==> src/rtl/display_mux.sv <==
// Multiplexed 7-segment display driver: per-digit scan, hex decode, 4-bit PWM dimming, minus sign.
// Optional leading-zero blanking is enabled by defining DISPLAY_LZB_EN.
module display_mux #(
   parameter int DIGIT_NUM      = 8,
   parameter int SUBSTEP_CYCLES = 4
) (
   input  logic                   clock,
   input  logic                   reset,
   input  logic                   load,
   input  logic [DIGIT_NUM*4-1:0] value,
   input  logic                   sign,
   input  logic [3:0]             brightness,
   input  logic                   blank,
   output logic [6:0]             seg,
   output logic [DIGIT_NUM-1:0]   dig_sel,
   output logic                   pending,
   output logic                   frame_start
);

   localparam int SUB_W = (SUBSTEP_CYCLES > 1) ? $clog2(SUBSTEP_CYCLES) : 1;
   localparam int IDX_W = (DIGIT_NUM > 1) ? $clog2(DIGIT_NUM) : 1;
   localparam logic [SUB_W-1:0] SUB_LAST = SUB_W'(SUBSTEP_CYCLES - 1);
   localparam logic [IDX_W-1:0] IDX_LAST = IDX_W'(DIGIT_NUM - 1);
   localparam logic [6:0]       MINUS    = 7'b1000000;

   function automatic logic [6:0] decode_digit(input logic [3:0] nib);
      case (nib)
         4'h0: decode_digit = 7'h3F;
         4'h1: decode_digit = 7'h06;
         4'h2: decode_digit = 7'h5B;
         4'h3: decode_digit = 7'h4F;
         4'h4: decode_digit = 7'h66;
         4'h5: decode_digit = 7'h6D;
         4'h6: decode_digit = 7'h7D;
         4'h7: decode_digit = 7'h07;
         4'h8: decode_digit = 7'h7F;
         4'h9: decode_digit = 7'h6F;
         4'hA: decode_digit = 7'h77;
         4'hB: decode_digit = 7'h7C;
         4'hC: decode_digit = 7'h39;
         4'hD: decode_digit = 7'h5E;
         4'hE: decode_digit = 7'h79;
         default: decode_digit = 7'h71;
      endcase
   endfunction

   logic [SUB_W-1:0]       sub_p0;
   logic [3:0]             step_p0;
   logic [IDX_W-1:0]       idx_p0;
   logic                   live;
   logic [DIGIT_NUM*4-1:0] shadow_value, disp_value;
   logic                   shadow_sign, disp_sign;
   logic [3:0]             shadow_bright, disp_bright;
   logic                   boundary, digit_on, lz_blank;
   logic [IDX_W-1:0]       minus_pos;
   logic [3:0]             nib;
   logic [6:0]             glyph;

   assign boundary = (sub_p0 == SUB_LAST) && (step_p0 == 4'd15) && (idx_p0 == IDX_LAST);

   // Stage p0: scan counters (sub-step -> PWM step -> digit index)
   always_ff @(posedge clock) begin
      if (reset) begin
         sub_p0  <= '0;
         step_p0 <= '0;
         idx_p0  <= '0;
      end else if (sub_p0 == SUB_LAST) begin
         sub_p0  <= '0;
         step_p0 <= step_p0 + 4'd1;
         if (step_p0 == 4'd15)
            idx_p0 <= (idx_p0 == IDX_LAST) ? '0 : idx_p0 + IDX_W'(1);
      end else begin
         sub_p0 <= sub_p0 + SUB_W'(1);
      end
   end

   // A load landing on the boundary skips the shadow copy so it shows next frame.
   always_ff @(posedge clock) begin
      if (reset) begin
         shadow_value  <= '0;
         shadow_sign   <= 1'b0;
         shadow_bright <= '0;
         disp_value    <= '0;
         disp_sign     <= 1'b0;
         disp_bright   <= '0;
         pending       <= 1'b0;
         live          <= 1'b0;
      end else begin
         if (load && boundary) begin
            disp_value  <= value;
            disp_sign   <= sign;
            disp_bright <= brightness;
            pending     <= 1'b0;
         end else if (load) begin
            shadow_value  <= value;
            shadow_sign   <= sign;
            shadow_bright <= brightness;
            pending       <= 1'b1;
         end else if (boundary && pending) begin
            disp_value  <= shadow_value;
            disp_sign   <= shadow_sign;
            disp_bright <= shadow_bright;
            pending     <= 1'b0;
         end
         if (boundary)
            live <= 1'b1;
      end
   end

`ifdef DISPLAY_LZB_EN
   logic [IDX_W-1:0] ms_idx;

   always_comb begin
      ms_idx = '0;
      for (int i = 1; i < DIGIT_NUM; i++)
         if (disp_value[i*4 +: 4] != 4'd0)
            ms_idx = IDX_W'(i);
   end

   assign minus_pos = (ms_idx == IDX_LAST) ? IDX_LAST : ms_idx + IDX_W'(1);
   assign lz_blank  = idx_p0 > ms_idx;
`else
   assign minus_pos = IDX_LAST;
   assign lz_blank  = 1'b0;
`endif

   assign nib      = disp_value[{idx_p0, 2'b00} +: 4];
   assign digit_on = live && !blank && (step_p0 <= disp_bright);
   assign glyph    = (disp_sign && (idx_p0 == minus_pos)) ? MINUS :
                     lz_blank ? 7'd0 : decode_digit(nib);

   // Stage p1: registered segment / digit drive
   always_ff @(posedge clock) begin
      if (reset) begin
         seg         <= '0;
         dig_sel     <= '0;
         frame_start <= 1'b0;
      end else begin
         seg         <= digit_on ? glyph : 7'd0;
         dig_sel     <= digit_on ? (DIGIT_NUM'(1) << idx_p0) : '0;
         frame_start <= boundary;
      end
   end

endmodule
==> config.mk <==
export PLATFORM = sky130hd
export DESIGN_NAME = display_mux
export DESIGN_NICKNAME = d
export VERILOG_FILES = /design/src/rtl/display_mux.sv
export SDC_FILE = /design/constraint.sdc
export NUM_CORES = 1
export LEC_CHECK = 0
export ABC_AREA = 1
export ABC_CLOCK_PERIOD_IN_PS = 2100
export CORE_AREA = 3 3 114 116
export DETAILED_ROUTE_END_ITERATION = 10
export DIE_AREA = 0 0 117 119
export SYNTH_ARGS = -nofsm -noshare
export SYNTH_HDL_FRONTEND = slang
export SYNTH_SLANG_ARGS = --single-unit
==> constraint.sdc <==
create_clock -name clock -period 2.1 [get_ports clock]
set_input_delay 0.42 -clock clock [delete_from_list [all_inputs] [get_ports clock]]
set_output_delay 0.42 -clock clock [all_outputs]
set_load 0.005 [all_outputs]
==> run metrics, run 1 <==
status=completed; Setup crit start=idx_p0[0]; DRC=0; Hold Vio Cnt, Final=0; Via density=4.926; Fmax achieved=approximately 0.53 GHz; gpl congestion=~0.85; DRT Pass-1 Iters=5; min-delay src=sub_p0[0]; DR vias=3,778; initial core utilization=around 37%; largest net degree at the start of global routing=80; CTS Buf Count=9; crit path capture type=flop; final setup TNS=0 ps; Critical Path Fanout Max=19; 1st-iter DRT viols=161; number of cells produced by synthesis=570; Post-synth EDFFs=0; H-tree levels=3; clk buf depth=2; post-synth top area cell=dfxtp_1; width of the die=roughly 120 um; maximum vdd ir drop=356.6 uV; MaxCap Viol Count=0; setup repair after global routing missed its margin=false; Critical Path AT=about 2100 ps; Worst-Skew Late Latency=roughly 330 ps; Hold Crit Class=flop to flop; # port buffers=57; Mean Syn Cell Area=7.801 sq um; GR Util met2=approximately 22%; layout cells sized above 1=9.677%; Final setup viols=0; Crit Reg-Reg Startpoint=idx_p0[0]; Post-CTS Hold Buffers=0; CTS-repair resized insts=0; Top Ports=just under 60; Congestion Overflow GR=0; dominant cells by area after synthesis=dfxtp_1, nor2_1, nand2_1; routed wire length=9935 um; Nets=674; synth unique cells=28; die area=13,920 sq um; CTS tree=yes; Synth async-reset ratio=0%; WS Path Type=flop to flop; FF+latch count, synth=between 100 and 150; Tmin final=between 1500 and 2000 ps; first-pass GRT wire length=16,720 um; DR WL/cell=12.95 um; CP startpoint kind=flop; Post-Syn Area=4447 sq um; sequential fraction of the synthesis area=between 40% and 50%; most frequently used flop master after synthesis=dfxtp_1; Std-Cell Rows=40; antenna viol nets, final=0; DP Wirelength=6794 um; layout overhead on the synthesized area=22.31%; Sink Count=just over 100; die height=119 um; Leak=2.126 nW; met1 usage in global routing=between 20% and 30%; worst path required time=~2300 ps; vias in the first global route=3,497; clk_skew=7.009 ps; Hold WS=roughly 420 ps; Final Max Tran Viols=0; CTS root buffer=clkbuf_16; slew margin rel.=between 50% and 60%; Worst-path clk slew=approximately 70 ps; grt peak-use layer=met2; Yosys Warn Count=0; Post-CTS Repair Setup Buffers=0; Global Route met3 Usage=2.490%; Total GRT Usage=between 10% and 20%; core area=approximately 12,000 sq um; antenna violations before repair=0; Least-Margin Pin Slew=a little under 700 ps; Final period util=89.20%; syn nets=629; Antenna diodes=0; PwrDens=705.0 nW/um^2; post-synth top area share=45.47%
[cell usage after synthesis (2+ instances only)]
cell and count:
o21ai_1 28, inv_2 3, inv_1 33, a21oi_1 30, buf_6 4, buf_1 2
clkbuf_1 13, ha_1 18, nor2_1 98, buf_4 6, dfxtp_1 101, nand3_1 20
a21oi_2 24, nand2_1 76, buf_2 10, o22ai_1 37, o21ai_0 56
[per-layer routing]
| layer | share of wire [%] | vias to the layer above |
|---|---|---|
| li1 | - | 2004 |
| met1 | 50 | 1707 |
| met2 | 46 | 59 |
| met3 | 3.4 | 8 |
| met4 | 1.0 | 0 |
| met5 | 0 | - |
[critical path, stage by stage, from the launching register on]
cell and delay [ps]:
dfxtp_1 410, inv_2 170, nand2_1 110, nand3_1 60, nand2_1 80, nand2_1 50, nand2_1 170, inv_1 130
ha_1 290, nand2_1 70, nand2_1 80, nor2_1 90, nor2_1 50
[metrics by stage]
step                util [%]  total power [mW]  area (sq um)  setup slack, ps  cells
floorplan                  -             2.197          4447            274.6    570
global placement       42.90             2.327          5152            180.9    751
detailed placement     42.90             2.335          5152            141.2    751
CTS                    45.23             3.887          5433            155.1    767
global route           45.28             3.999          5439            3.752    767
finish                 45.28             3.835          5439            226.8    767
[placed cells by master (no fill, tap or decap)]
cell	instances
dfxtp_1	101
nor2_1	98
nand2_1	75
clkdlybuf4s50_1	57
o21ai_0	56
o22ai_1	37
inv_1	33
a21oi_1	30
o21ai_1	28
a21oi_2	23
nand3_1	20
ha_1	18
clkbuf_16	9
buf_4	7
buf_12	4
inv_2	3
nand2_2	2
clkbuf_8	2
clkbuf_1	2
clkinvlp_4	2
o21ai_2	1
nand3_2	1
nor2_4	1
nand2_4	1
a211oi_1	1
nor2_8	1
a21oi_4	1
nor3b_1	1
o21a_1	1
a21boi_0	1
nor3_1	1
clkinv_2	1
buf_6	1
[final timing paths]
path / to / slack [ps] / cells past startpoint
worst max register to register: seg[3] / 230 / 12
worst min-delay path: sub_p0[0] / 420 / 1
worst min register to register: sub_p0[0] / 420 / 1
worst max-delay path: seg[3] / 230 / 12
[power breakdown]
group / internal (mW) / switching (mW) / total, mW / leakage, nW
combinational: 0.140 / 0.147 / 0.288 / 1.17
clock: 0.867 / 0.678 / 1.55 / 0.132
sequential: 1.97 / 0.0280 / 2.00 / 0.824
total: 2.98 / 0.853 / 3.83 / 2.13
[state kept, by name (all words and copies together), names as in the netlist]
signal	cells
frame_start	1
shadow_bright	4
idx_p0	3
dig_sel	8
sub_p0	2
disp_sign	1
shadow_sign	1
live	1
step_p0	4
pending	1
disp_value	32
disp_bright	4
shadow_value	32
seg	7
[final cells by class]
cell class	instances	area, sq um
Tap cell	147	183.9
Inverter	36	135.1
Clock buffer	13	260.3
Multi-Input combinational cell	398	2103
Sequential cell	101	2022
Fill cell	1207	6573
Clock inverter	3	20.02
Timing Repair Buffer	69	714.4
[cells by family (layout without fill, tap and decap cells)]
group / after synthesis / count (layout) / synth area share, %
AO/OA/AOI/OAI: 179 / 179 / 23.47
adder cells (fa/ha/maj): 18 / 18 / 5.065
buffers and inverters: 71 / 121 / 7.456
flip-flops: 101 / 101 / 45.47
AND/OR/NAND/NOR: 201 / 201 / 18.54
(Power assumes the default switching activity.)
==> inputs of run 2 (changes only) <==
--- a/config.mk
+++ b/config.mk
@@ -10,6 +10,7 @@
 export CORE_AREA = 3 3 114 116
 export DETAILED_ROUTE_END_ITERATION = 10
 export DIE_AREA = 0 0 117 119
+export GPL_TIMING_DRIVEN = 0
 export SYNTH_ARGS = -nofsm -noshare
 export SYNTH_HDL_FRONTEND = slang
 export SYNTH_SLANG_ARGS = --single-unit
==> run metrics, run 2 (same netlist as run 1, synthesis figures left out) <==
first-pass GRT wire length=18,240 um (+9.1%); antenna violations before repair=0 (unchanged); CTS Buf Count=9 (unchanged); PwrDens=704.3 nW/um^2 (-0.11%); routed wire length=11,030 um (+11%); Via density=5.153 (+4.6%); FILL cells=1,211 (+0.33%); Final Instance Area=5505 sq um (+1.2%); overall power=3.877 mW (+1.1%); DR vias=4,050 (+7.2%); width of the die=117 um (unchanged); Critical Path Fanout Max=10 (-9); DP Wirelength=8137 um (+20%); Fmax achieved=0.5067 GHz (-5.1%); met1 usage in global routing=21.85% (+0.65 points); Congestion Overflow GR=0 (unchanged); Total GRT Usage=16.26% (+1.5 points); grt peak-use layer=met2; Largest regs=disp_value (32), shadow_value (32), dig_sel (8); CTS root buffer=clkbuf_16; largest net degree at the start of global routing=20 (-75%); Top Ports=58 (unchanged); Sink Count=101 (unchanged); Global Route met3 Usage=2.947% (+0.46 points); H-tree levels=3 (unchanged); setup repair after global routing missed its margin=false; Std-Cell Rows=40 (unchanged); Post-CTS Hold Buffers=0 (unchanged); die area=13,920 sq um (unchanged); Nets=695 (+3.1%); CTS tree=yes; clk_skew=5.407 ps (-1.602 ps); WS Path Type=flop to flop; antenna viol nets, final=0 (unchanged); core area=12,010 sq um (unchanged); Critical Path AT=2210 ps (+110 ps); status=completed; die height=119 um (unchanged); Hold Crit Class=flop to flop; Hold Vio Cnt, Final=0 (unchanged); initial core utilization=37.02% (unchanged); maximum vdd ir drop=335.2 uV (-6.0%); crit path capture type=flop; Least-Margin Pin Slew=545.6 ps (-127.7 ps); Tmin final=1974 ps (+100.5 ps); CP startpoint kind=flop; commonest non-fill, non-tap cell in the layout=dfxtp_1; Hold WS=428.3 ps (+5.400 ps); Final period util=93.99% (+4.8 points); Placed Area=5201 sq um (+0.95%); # port buffers=57 (unchanged); clk buf depth=2 (unchanged); final setup TNS=0 ps (unchanged); DRC=0 (unchanged); Worst-Skew Late Latency=340 ps (about the same); vias in the first global route=3,827 (+9.4%); Leak=2.185 nW (+2.8%); layout cells sized above 1=10.64% (+0.96 points); DR WL/cell=14.03 um (+8.3%); most frequent cells in the layout=dfxtp_1, nor2_1, nand2_1; MaxCap Viol Count=0 (unchanged); Final Max Tran Viols=0 (unchanged); GR Util met2=25.89% (+3.4 points); Final setup viols=0 (unchanged); Antenna diodes=0 (unchanged); 1st-iter DRT viols=200 (+24%); layout overhead on the synthesized area=23.80%; slew margin rel.=63.63% (+8.6 points); worst path required time=2330 ps (about the same); gpl congestion=0.8356 (-1.9%); Worst-path clk slew=60 ps (about the same); DRT Pass-1 Iters=5 (unchanged)
[run 2: cell types whose count changed in the layout (fill, tap and decap cells not counted), sizes merged]
cell	delta
clkbuf	+12
buf	+9
clkinvlp	-2
[run 2: worst max-delay path: stages (launching register included)]
cell and delay [ps]:
dfxtp_2 350, buf_6 150, buf_6 160, nor2_1 50, nor2_1 70, o21ai_0 100, nand2_1 110, nand2_1 90
nand2_4 110, inv_1 100, ha_1 300, nand2_1 70, nand2_1 70, nor2_1 90, nor2_1 50
[run 2: timing repair]
action | 4_1_cts | 5_1_grt
cloned | 0 | 0
gates resized for setup | 2 | 9
setup endpoints to repair | 7 | 10
buffers inserted | 0 | 0
[run 2: cell type report]
cell class                      count  area, sq um  share of cell area [%]
Inverter                           36        137.6                   2.500
Timing Repair Buffer               57        570.5                   10.36
Clock inverter                      1        5.005                 0.09091
Buffer                             33        203.9                   3.705
Sequential cell                   101         2023                   36.75
Clock buffer                       13        280.3                   5.091
Tap cell                          147        183.9                   3.341
Multi-Input combinational cell    398         2101                   38.16
[run 2: stage by stage]
step	instances	worst slack [ps]	util [%]
floorplan	570	274.6	-
global placement	774	-126.3	43.30
detailed placement	774	-179.5	43.30
CTS	787	20.66	45.68
global route	786	6.819	45.83
finish	786	126.3	45.83
[run 2: final timing paths]
check | from | end | slack, ps | cells after the start
max reg2reg | idx_p0[0] | seg[3] | 130 | 14
min | sub_p0[0] | sub_p0[0] | 430 | 1
max | idx_p0[0] | seg[3] | 130 | 14
min reg2reg | sub_p0[0] | sub_p0[0] | 430 | 1
[run 2: power by group]
| group | switching (mW) | leakage [nW] | internal [mW] |
|---|---|---|---|
| Sequential | 0.0291 | 0.825 | 1.97 |
| Clock | 0.661 | 0.144 | 0.917 |
| Combinational | 0.154 | 1.22 | 0.141 |
[run 2: routing by layer]
metal | wire length, um | vias up
li1 | - | 2047
met1 | 5237 | 1915
met2 | 5127 | 73
met3 | 454 | 15
met4 | 206 | 0
met5 | 0 | -
